**src/rtl/alu_regfile_if.sv**
```systemverilog
// Operand-read, issue and write-back bus between the ALU pipeline and alu_regfile.
// The master side (pipeline) drives requests; the slave side (register file) answers.
interface alu_regfile_if #(
  parameter int XLEN = 32,
  parameter int AW   = 5
);
  logic            rd_en;
  logic [AW-1:0]   rs1_addr;
  logic [AW-1:0]   rs2_addr;
  logic [XLEN-1:0] rs1;
  logic [XLEN-1:0] rs2;
  logic            rs_valid;
  logic            rs_stall;
  logic            issue_en;
  logic [AW-1:0]   issue_addr;
  logic            wb_en;
  logic [AW-1:0]   wb_addr;
  logic [XLEN-1:0] rd;
  logic            busy_any;

  modport master (
    output rd_en, rs1_addr, rs2_addr, issue_en, issue_addr, wb_en, wb_addr, rd,
    input  rs1, rs2, rs_valid, rs_stall, busy_any
  );

  modport slave (
    input  rd_en, rs1_addr, rs2_addr, issue_en, issue_addr, wb_en, wb_addr, rd,
    output rs1, rs2, rs_valid, rs_stall, busy_any
  );
endinterface

```
**src/rtl/alu_regfile.sv**
```systemverilog
// Integer register file with per-register busy scoreboard: reads of a register
// awaiting an ALU result stall, and same-cycle write-back is forwarded to reads.
module alu_regfile #(
  parameter int XLEN = 32,
  parameter int NREG = 32,
  parameter int AW   = 5
) (
  input  logic         clk,
  input  logic         reset,
  alu_regfile_if.slave bus
);

  logic [XLEN-1:0] reg_q [NREG];
  logic [XLEN-1:0] reg_d [NREG];
  logic [NREG-1:0] busy_q, busy_d;
  logic [XLEN-1:0] rs1_q, rs1_d;
  logic [XLEN-1:0] rs2_q, rs2_d;
  logic            rs_valid_q, rs_valid_d;
  logic            rs_stall_q, rs_stall_d;
  logic            busy_any_q, busy_any_d;

  logic            wb_live;
  logic            hit1, hit2;
  logic            eff_busy1, eff_busy2;
  logic [XLEN-1:0] fwd1, fwd2;

  // Source lookup: a same-cycle write-back both supplies the data and cancels the busy bit.
  always_comb begin
    wb_live   = bus.wb_en && (bus.wb_addr != '0);
    hit1      = wb_live && (bus.wb_addr == bus.rs1_addr);
    hit2      = wb_live && (bus.wb_addr == bus.rs2_addr);
    eff_busy1 = busy_q[bus.rs1_addr] && !hit1;
    eff_busy2 = busy_q[bus.rs2_addr] && !hit2;
    fwd1      = (bus.rs1_addr == '0) ? '0 : (hit1 ? bus.rd : reg_q[bus.rs1_addr]);
    fwd2      = (bus.rs2_addr == '0) ? '0 : (hit2 ? bus.rd : reg_q[bus.rs2_addr]);
  end

  // NOTE: every *_d gets its hold value first, so no path leaves a signal unassigned (no latch).
  always_comb begin
    reg_d      = reg_q;
    busy_d     = busy_q;
    rs1_d      = rs1_q;
    rs2_d      = rs2_q;
    rs_valid_d = 1'b0;
    rs_stall_d = 1'b0;

    if (bus.rd_en) begin
      if (eff_busy1 || eff_busy2) begin
        rs_stall_d = 1'b1;
      end else begin
        rs_valid_d = 1'b1;
        rs1_d      = fwd1;
        rs2_d      = fwd2;
      end
    end

    if (wb_live) begin
      reg_d[bus.wb_addr]  = bus.rd;
      busy_d[bus.wb_addr] = 1'b0;
    end
    // Issue is applied after write-back so a new producer to the same register stays pending.
    if (bus.issue_en && (bus.issue_addr != '0)) begin
      busy_d[bus.issue_addr] = 1'b1;
    end

    busy_any_d = |busy_d;
  end

  // NOTE: state flops use non-blocking assignments only, so every flop samples pre-edge values.
  always_ff @(posedge clk) begin
    if (!reset) begin
      // NOTE: the register array is reset too, because software-visible contents must read 0 after reset.
      for (int i = 0; i < NREG; i++) begin
        reg_q[i] <= '0;
      end
      busy_q     <= '0;
      rs1_q      <= '0;
      rs2_q      <= '0;
      rs_valid_q <= 1'b0;
      rs_stall_q <= 1'b0;
      busy_any_q <= 1'b0;
    end else begin
      reg_q      <= reg_d;
      busy_q     <= busy_d;
      rs1_q      <= rs1_d;
      rs2_q      <= rs2_d;
      rs_valid_q <= rs_valid_d;
      rs_stall_q <= rs_stall_d;
      busy_any_q <= busy_any_d;
    end
  end

  assign bus.rs1      = rs1_q;
  assign bus.rs2      = rs2_q;
  assign bus.rs_valid = rs_valid_q;
  assign bus.rs_stall = rs_stall_q;
  assign bus.busy_any = busy_any_q;

endmodule

```
**src/flat_wrapper.sv**
```systemverilog
// flat-port wrapper written by rule: the top's interface ports become plain ports
module alu_regfile_flat 
#(
  parameter int XLEN = 32,
  parameter int NREG = 32,
  parameter int AW   = 5
)
  (clk, reset, bus_rd_en, bus_rs1_addr, bus_rs2_addr, bus_issue_en, bus_issue_addr, bus_wb_en, bus_wb_addr, bus_rd, bus_rs1, bus_rs2, bus_rs_valid, bus_rs_stall, bus_busy_any);
  alu_regfile_if #(.XLEN(XLEN), .AW(AW)) bus_i ();
  input  logic clk;
  input  logic reset;
  input wire logic [$bits(bus_i.rd_en)-1:0] bus_rd_en;
  input wire logic [$bits(bus_i.rs1_addr)-1:0] bus_rs1_addr;
  input wire logic [$bits(bus_i.rs2_addr)-1:0] bus_rs2_addr;
  input wire logic [$bits(bus_i.issue_en)-1:0] bus_issue_en;
  input wire logic [$bits(bus_i.issue_addr)-1:0] bus_issue_addr;
  input wire logic [$bits(bus_i.wb_en)-1:0] bus_wb_en;
  input wire logic [$bits(bus_i.wb_addr)-1:0] bus_wb_addr;
  input wire logic [$bits(bus_i.rd)-1:0] bus_rd;
  output wire logic [$bits(bus_i.rs1)-1:0] bus_rs1;
  output wire logic [$bits(bus_i.rs2)-1:0] bus_rs2;
  output wire logic [$bits(bus_i.rs_valid)-1:0] bus_rs_valid;
  output wire logic [$bits(bus_i.rs_stall)-1:0] bus_rs_stall;
  output wire logic [$bits(bus_i.busy_any)-1:0] bus_busy_any;
  assign bus_i.rd_en = bus_rd_en;
  assign bus_i.rs1_addr = bus_rs1_addr;
  assign bus_i.rs2_addr = bus_rs2_addr;
  assign bus_i.issue_en = bus_issue_en;
  assign bus_i.issue_addr = bus_issue_addr;
  assign bus_i.wb_en = bus_wb_en;
  assign bus_i.wb_addr = bus_wb_addr;
  assign bus_i.rd = bus_rd;
  assign bus_rs1 = bus_i.rs1;
  assign bus_rs2 = bus_i.rs2;
  assign bus_rs_valid = bus_i.rs_valid;
  assign bus_rs_stall = bus_i.rs_stall;
  assign bus_busy_any = bus_i.busy_any;
  alu_regfile #(.XLEN(XLEN), .NREG(NREG), .AW(AW)) u_core (.clk(clk), .reset(reset), .bus(bus_i));
endmodule
```
**config.mk**
```make
export PLATFORM = sky130hd
export DESIGN_NAME = alu_regfile_flat
export DESIGN_NICKNAME = d
export VERILOG_FILES = /design/src/rtl/alu_regfile_if.sv /design/src/rtl/alu_regfile.sv /design/src/flat_wrapper.sv
export SDC_FILE = /design/constraint.sdc
export NUM_CORES = 2
export LEC_CHECK = 0
export BUFFER_PORTS_ARGS = -buffer_cell sky130_fd_sc_hd__clkbuf_2
export CORE_ASPECT_RATIO = 1.1
export CORE_UTILIZATION = 40
export DETAILED_ROUTE_END_ITERATION = 10
export SYNTH_ARGS = -nofsm -noshare
export SYNTH_HDL_FRONTEND = slang
export SYNTH_SLANG_ARGS = --single-unit
export TNS_END_PERCENT = 1
```
**constraint.sdc**
```tcl
create_clock -name clk -period 3.36 [get_ports clk]
set_input_delay 0.168 -clock clk [delete_from_list [all_inputs] [get_ports clk]]
set_output_delay 0.168 -clock clk [all_outputs]
set_load 0.02 [all_outputs]
```
* Word-level counts from Yosys, hierarchy flattened
Index checks and enable logic that the tools add are counted.
** Storage, ports and cells
- Register bits after elaboration :: 1123
- Output and inout port bits :: 67
- Word-level logic and storage cells :: 101
- Bits of input ports :: 57
** Operators by class
- Reduce and logical (&&, ||, !) cells :: 19
- Eq/ne operators :: 2
- Bitwise operators :: 7
- Magnitude comparators :: 10
- Muxes and demuxes :: 25
** Operator list (number)
- 1024-bit bitwise mux :: 1
- 32-bit two-way mux :: 11
- 32-bit binary-select mux with 5-bit select :: 2
- 32-bit demux with 5-bit select :: 1
- 32-bit bitwise AND :: 1
- 32-bit NOT :: 1
- 32-bit OR :: 1
- 32-bit OR reduction :: 1
- 5-bit by 6-bit less-than comparator with 1-bit output, second input constant :: 4
- 6-bit greater-or-equal comparator, second input constant :: 3
- 5-bit NOT with 6-bit output :: 3
- 1-bit binary-select mux with 5-bit select :: 2
- 1-bit demux with 5-bit select :: 2
- 5-bit == test :: 2
- 5-bit by 1-bit greater-or-equal comparator with 1-bit output, second input constant :: 2
- 5-bit logical NOT :: 2
- 5-bit nonzero test :: 2
- 1-bit logical AND :: 9
- 6-bit by 1-bit less-than comparator with 1-bit output, second input constant :: 1
- 1-bit two-way mux :: 6
- 2-bit AND reduction :: 2
- 1-bit logical NOT :: 2
- 1-bit logical OR :: 1
- 1-bit NOT :: 1

* Depth between registers and ports, before layout
- Depth in word-level cells :: 10
- Gate-level depth with buffers :: 12
- Gate-level depth less buffers :: 6

* Least setup slack after synthesis
Ideal clock, no wire load.
- Path kind :: input port to flip-flop
- From :: in bus_rs1_addr[0]
- To :: reg u_core.rs1_q[11] (netlist: u_core.bus.rs1[11])
- Library setup time :: 0.125 ns
- Stages :: 8
- Path buffers :: 3
- Required time :: 3.235 ns
- Setup slack :: 0.695 ns
- Arrival :: 2.540 ns
- Cells stage by stage :: buf_2 buf_2 buf_1 mux4_2 mux4_2 nor2b_1 o31ai_1 mux2i_1
** Between the ends
- Word-level cells in the longest chain between the ends :: 7
- Elaborated cells on any way between the ends :: 16
- Classes of those cells :: eq/ne (1); mux (7); bitwise (2); reduce/logical (6)
** Ends and longest elaborated chain
- start, declared :: RTL line flat_wrapper.sv:13 : input wire logic [$bits(bus_i.rs1_addr)-1:0] bus_rs1_addr;
- branches (longest 7 deep; another with 32-bit binary-select mux with 5-bit select)
- end signal, assigned :: RTL line alu_regfile.sv:85 : rs1_q <= rs1_d;
- end, declared :: RTL line alu_regfile.sv:16 : logic [XLEN-1:0] rs1_q, rs1_d;
Several ways; the timed one is not identified. The select of a mux whose other input is x is not followed.
A chain may end at the register's enable or synchronous reset.

* Final worst setup path
- From :: reg u_core.busy_q[11]
- To :: reg u_core.rs1_q[15] (netlist: u_core.bus.rs1[15])
** Between the ends
- Word-level cells in the longest chain between the ends :: 6
- Elaborated cells on any way between the ends :: 9
- Classes of those cells :: mux (4); bitwise (1); reduce/logical (4)
** Ends and longest elaborated chain
- start, declared :: RTL line alu_regfile.sv:15 : logic [NREG-1:0] busy_q, busy_d;
- start signal, assigned :: RTL line alu_regfile.sv:84 : busy_q <= busy_d;
- 1-bit binary-select mux with 5-bit select (on tied branches) :: RTL line alu_regfile.sv:32, alu_regfile.sv:33
- 1-bit two-way mux (on tied branches) :: RTL line alu_regfile.sv:32, alu_regfile.sv:33
- 1-bit logical AND (on tied branches) :: RTL line alu_regfile.sv:32, alu_regfile.sv:33
- 1-bit logical OR (*) :: RTL line alu_regfile.sv:48 : if (eff_busy1 || eff_busy2) begin
- 1-bit NOT (no line) (*)
- 2-bit AND reduction (no line) (*)
Mark *: on every way between the ends. The rest lies on a longest branch, timed or not. The select of a mux whose other input is x is not followed.

==> flow_metrics.tcl <==
set metrics [dict create \
    avgSynthCellArea_um2 9.33 \
    cts_tree "done" \
    synth_edf_count 0 \
    crit_path_cell_trace "mux4_2 > a22o_1 > a2111oi_4 > nor3_2 > or3_4 > buf_4 > mux2i_1" \
    wl_per_cell_um 28.9 \
    finalCritPeriodShare_pct 85.2 \
    dieHeight_um 405 \
    p_leak_nw 21.8 \
    async_flop_share_pct 0 \
    hp-class "in2reg" \
    place_congestion 0.940 \
    max_slew_margin_pct 28.1 \
    cts_resized 0 \
    rsz0062_at_grt "no" \
    switching_power_mw 7.82 \
    die_w_um 368 \
    drt_iter0_markers 6595 \
    yosysWarnings 0 \
    drv_cap 0 \
    antenna_found_initial 16 \
    final-max-slew-violation-count 0 \
    worst_slew_pin_slew_ns 1.06 \
    dr.pass1.iters 5 \
    post-route-min-period_ns 2.86 \
    placed_cells 7899 \
    critical_path_required_ns 3.97 \
    finalWirelength_um 235000 \
    top_level_ports 124 \
    worstRegToRegCells 7 \
    finalSetupViolations 0 \
    cts_htree_levels 3 \
    p_comb_share_pct 8.5 \
    holdWs_ns 0.0457 \
    outcome "completed" \
    viasPerCell 6.15 \
    drc_errors 0 \
    core_region_area_mm2 0.146 \
    syn_area_mm2 0.0591 \
    cp_num_cells 7 \
    crit_arrival_ns 3.47 \
    die-area_mm2 0.149 \
    ys_seq_area_share_pct 38.1 \
    critPathTopFamily "multiplexers" \
    power.share.sequential_pct 44.7 \
    cp_num_buf_inv 1 \
    grt.total_usage_pct 31.0 \
    finalSetupTns_ns 0 \
    syn-num-nets 6384 \
    num_vias 50070 \
    grt_max_degree 216 \
    grt_pass1_vias 47368 \
    synth_top_area_share_pct 38.1 \
    p_clk_share_pct 46.8 \
    cts_hold_buffers 11 \
    switching_share_pct 25.8 \
    cp_slowest_cell "or3_4" \
    port_buffers 123 \
    drive_gt1_share_pct 18.9 \
    path_max_fanout 24 \
    antenna_left 0 \
    start_util_pct 40.4 \
    syn_inst 6327 \
    root_buffer "clkbuf_16" \
    critPathMaxStageDelay_ns 0.50 \
    ys.flop_type "dfxtp_1" \
    post-synth-top-count-cell "nand2_1" \
    synthTopCellsByCount "nand2_1, dfxtp_1, a21boi_0, clkbuf_1, mux4_2" \
    synth_area_leader_cell "dfxtp_1" \
    ir_drop_uv 500 \
    synthTopCellsByArea "dfxtp_1, mux4_2, nand2_1, a21boi_0, mux2i_1" \
    hold_viol 0 \
    overflow 0 \
    fin_skew_ns 0.0369 \
    clk_latency_ns 0.78 \
    post-dp-hpwl_um 139000 \
    cp-start-kind "flop" \
    synthDistinctLibCells 61 \
    rows 147 \
    power-per-cell-area_mw_per_mm2 459 \
    cts_buffers 120 \
    max_freq_ghz 0.349 \
    clock_path_buffers 3 \
    ys_ff_latch 1123 \
    critical_path.endpoint_type "flop" \
    layout.cells.non_filler 8135 \
    fin_nets 6152 \
    syn_to_final_growth_pct 11.9 \
    clk_pin_slew_ns 0.07 \
    path_class "reg2reg" \
    holdPathStages 4 \
    postCtsSetupBuffers 0 \
    clkSinkCount 1123 \
    intPower_mw 22.5 \
    grt_pass1_wl_um 341000 \
]
## metrics by stage
stage	power (mW)	util, %	setup slack, ns	area (um2)
after floorplan	15.4	-	0.695	59100
after global placement	16.3	42.3	0.333	61800
after detailed placement	16.3	42.3	0.338	61800
after CTS	30.3	45.2	0.550	66100
after global routing	31.0	45.2	0.468	66100
final	30.3	45.2	0.498	66100
## layer usage
layer | wire (um) | track usage [%] | vias up
li1 | - | - | 21633
met1 | 92600 | 40.8 | 24914
met2 | 107000 | 48.6 | 2892
met5 | 57 | 0 | -
met3 | 23500 | 6.23 | 623
met4 | 12200 | 14.9 | 8
## cells in the final DEF (no fill, tap or decap), types with 17 or more instances in the layout
| cell type | synthesis | final |
|---|---|---|
| dfxtp_1 | 1123 | 1123 |
| buf_4 | 15 | 156 |
| o31ai_1 | 49 | 48 |
| clkbuf_16 | 0 | 120 |
| nor2_4 | 0 | 33 |
| o2111ai_1 | 17 | 17 |
| buf_12 | 0 | 47 |
| o22ai_1 | 17 | 17 |
| mux4_2 | 508 | 508 |
| nand3_1 | 18 | 17 |
| a21boi_0 | 992 | 992 |
| a22oi_1 | 119 | 119 |
| clkbuf_8 | 0 | 27 |
| clkbuf_2 | 24 | 113 |
| or2_2 | 23 | 28 |
| inv_1 | 38 | 38 |
| mux2_2 | 57 | 57 |
| and2_1 | 38 | 36 |
| nand2_1 | 2051 | 2046 |
| clkbuf_1 | 541 | 23 |
| nor2_1 | 78 | 45 |
| or3_1 | 18 | 17 |
| a21oi_1 | 84 | 84 |
| nor2b_1 | 71 | 68 |
| clkinv_2 | 0 | 23 |
| mux2i_1 | 209 | 209 |
## logic make-up (layout without fill, tap and decap cells)
kind of cell | count (synthesis) | after routing | synth area share (%)
simple gates | 2340 | 2340 | 15.8
compound gates | 1355 | 1355 | 17.0
flops | 1123 | 1123 | 38.1
mux | 774 | 774 | 24.0
buf+inv | 725 | 593 | 4.89
xor+xnor | 10 | 10 | 0.148
other cells | 0 | 3 | 0
## path summary, 6_finish.rpt
| kind | from | to | slack (ns) |
|---|---|---|---|
| worst max-delay path | u_core.busy_q[11] | u_core.bus.rs1[15] | 0.50 |
| worst max register to register | u_core.busy_q[11] | u_core.bus.rs1[15] | 0.50 |
| worst min-delay path | bus_issue_addr[2] | u_core.busy_q[27] | 0.05 |
| worst min register to register | u_core.reg_q[549] | u_core.reg_q[549] | 0.48 |
## layout make-up
| cell class | instances | area, um2 |
|---|---|---|
| Inverter | 38 | 143 |
| Sequential cell | 1123 | 22500 |
| Timing Repair Buffer | 333 | 2880 |
| Antenna cell | 3 | 7.51 |
| Clock inverter | 53 | 708 |
| Clock buffer | 169 | 3450 |
| Multi-Input combinational cell | 4479 | 34000 |
| Fill cell | 13715 | 80200 |
| Tap cell | 1937 | 2420 |
## flip-flops by register name (all words and copies together), names as in the netlist
name / cells
u_core.reg_q: 1024
u_core.bus.rs1: 32
u_core.bus.rs2: 32
u_core.busy_q: 32
u_core.bus.busy_any: 1
u_core.bus.rs_stall: 1
u_core.bus.rs_valid: 1
## power by group through the flow
stage               Sequential [mW]  Combinational [mW]  Clock [mW]
finish                         13.5                2.58        14.2
global route                   13.5                2.66        14.8
CTS                            13.5                2.53        14.3
detailed placement             13.8                2.52           0
global placement               13.8                2.50           0
floorplan                      13.8                1.60           0
## worst reg2reg max path, stage by stage, from the launching register on
cell       delay [ns]
dfxtp_1          0.35
mux4_2           0.46
a22o_1           0.31
a2111oi_4        0.31
nor3_2           0.11
or3_4            0.50
buf_4            0.43
mux2i_1          0.25
No activity file was read; power rests on OpenSTA's default activity.
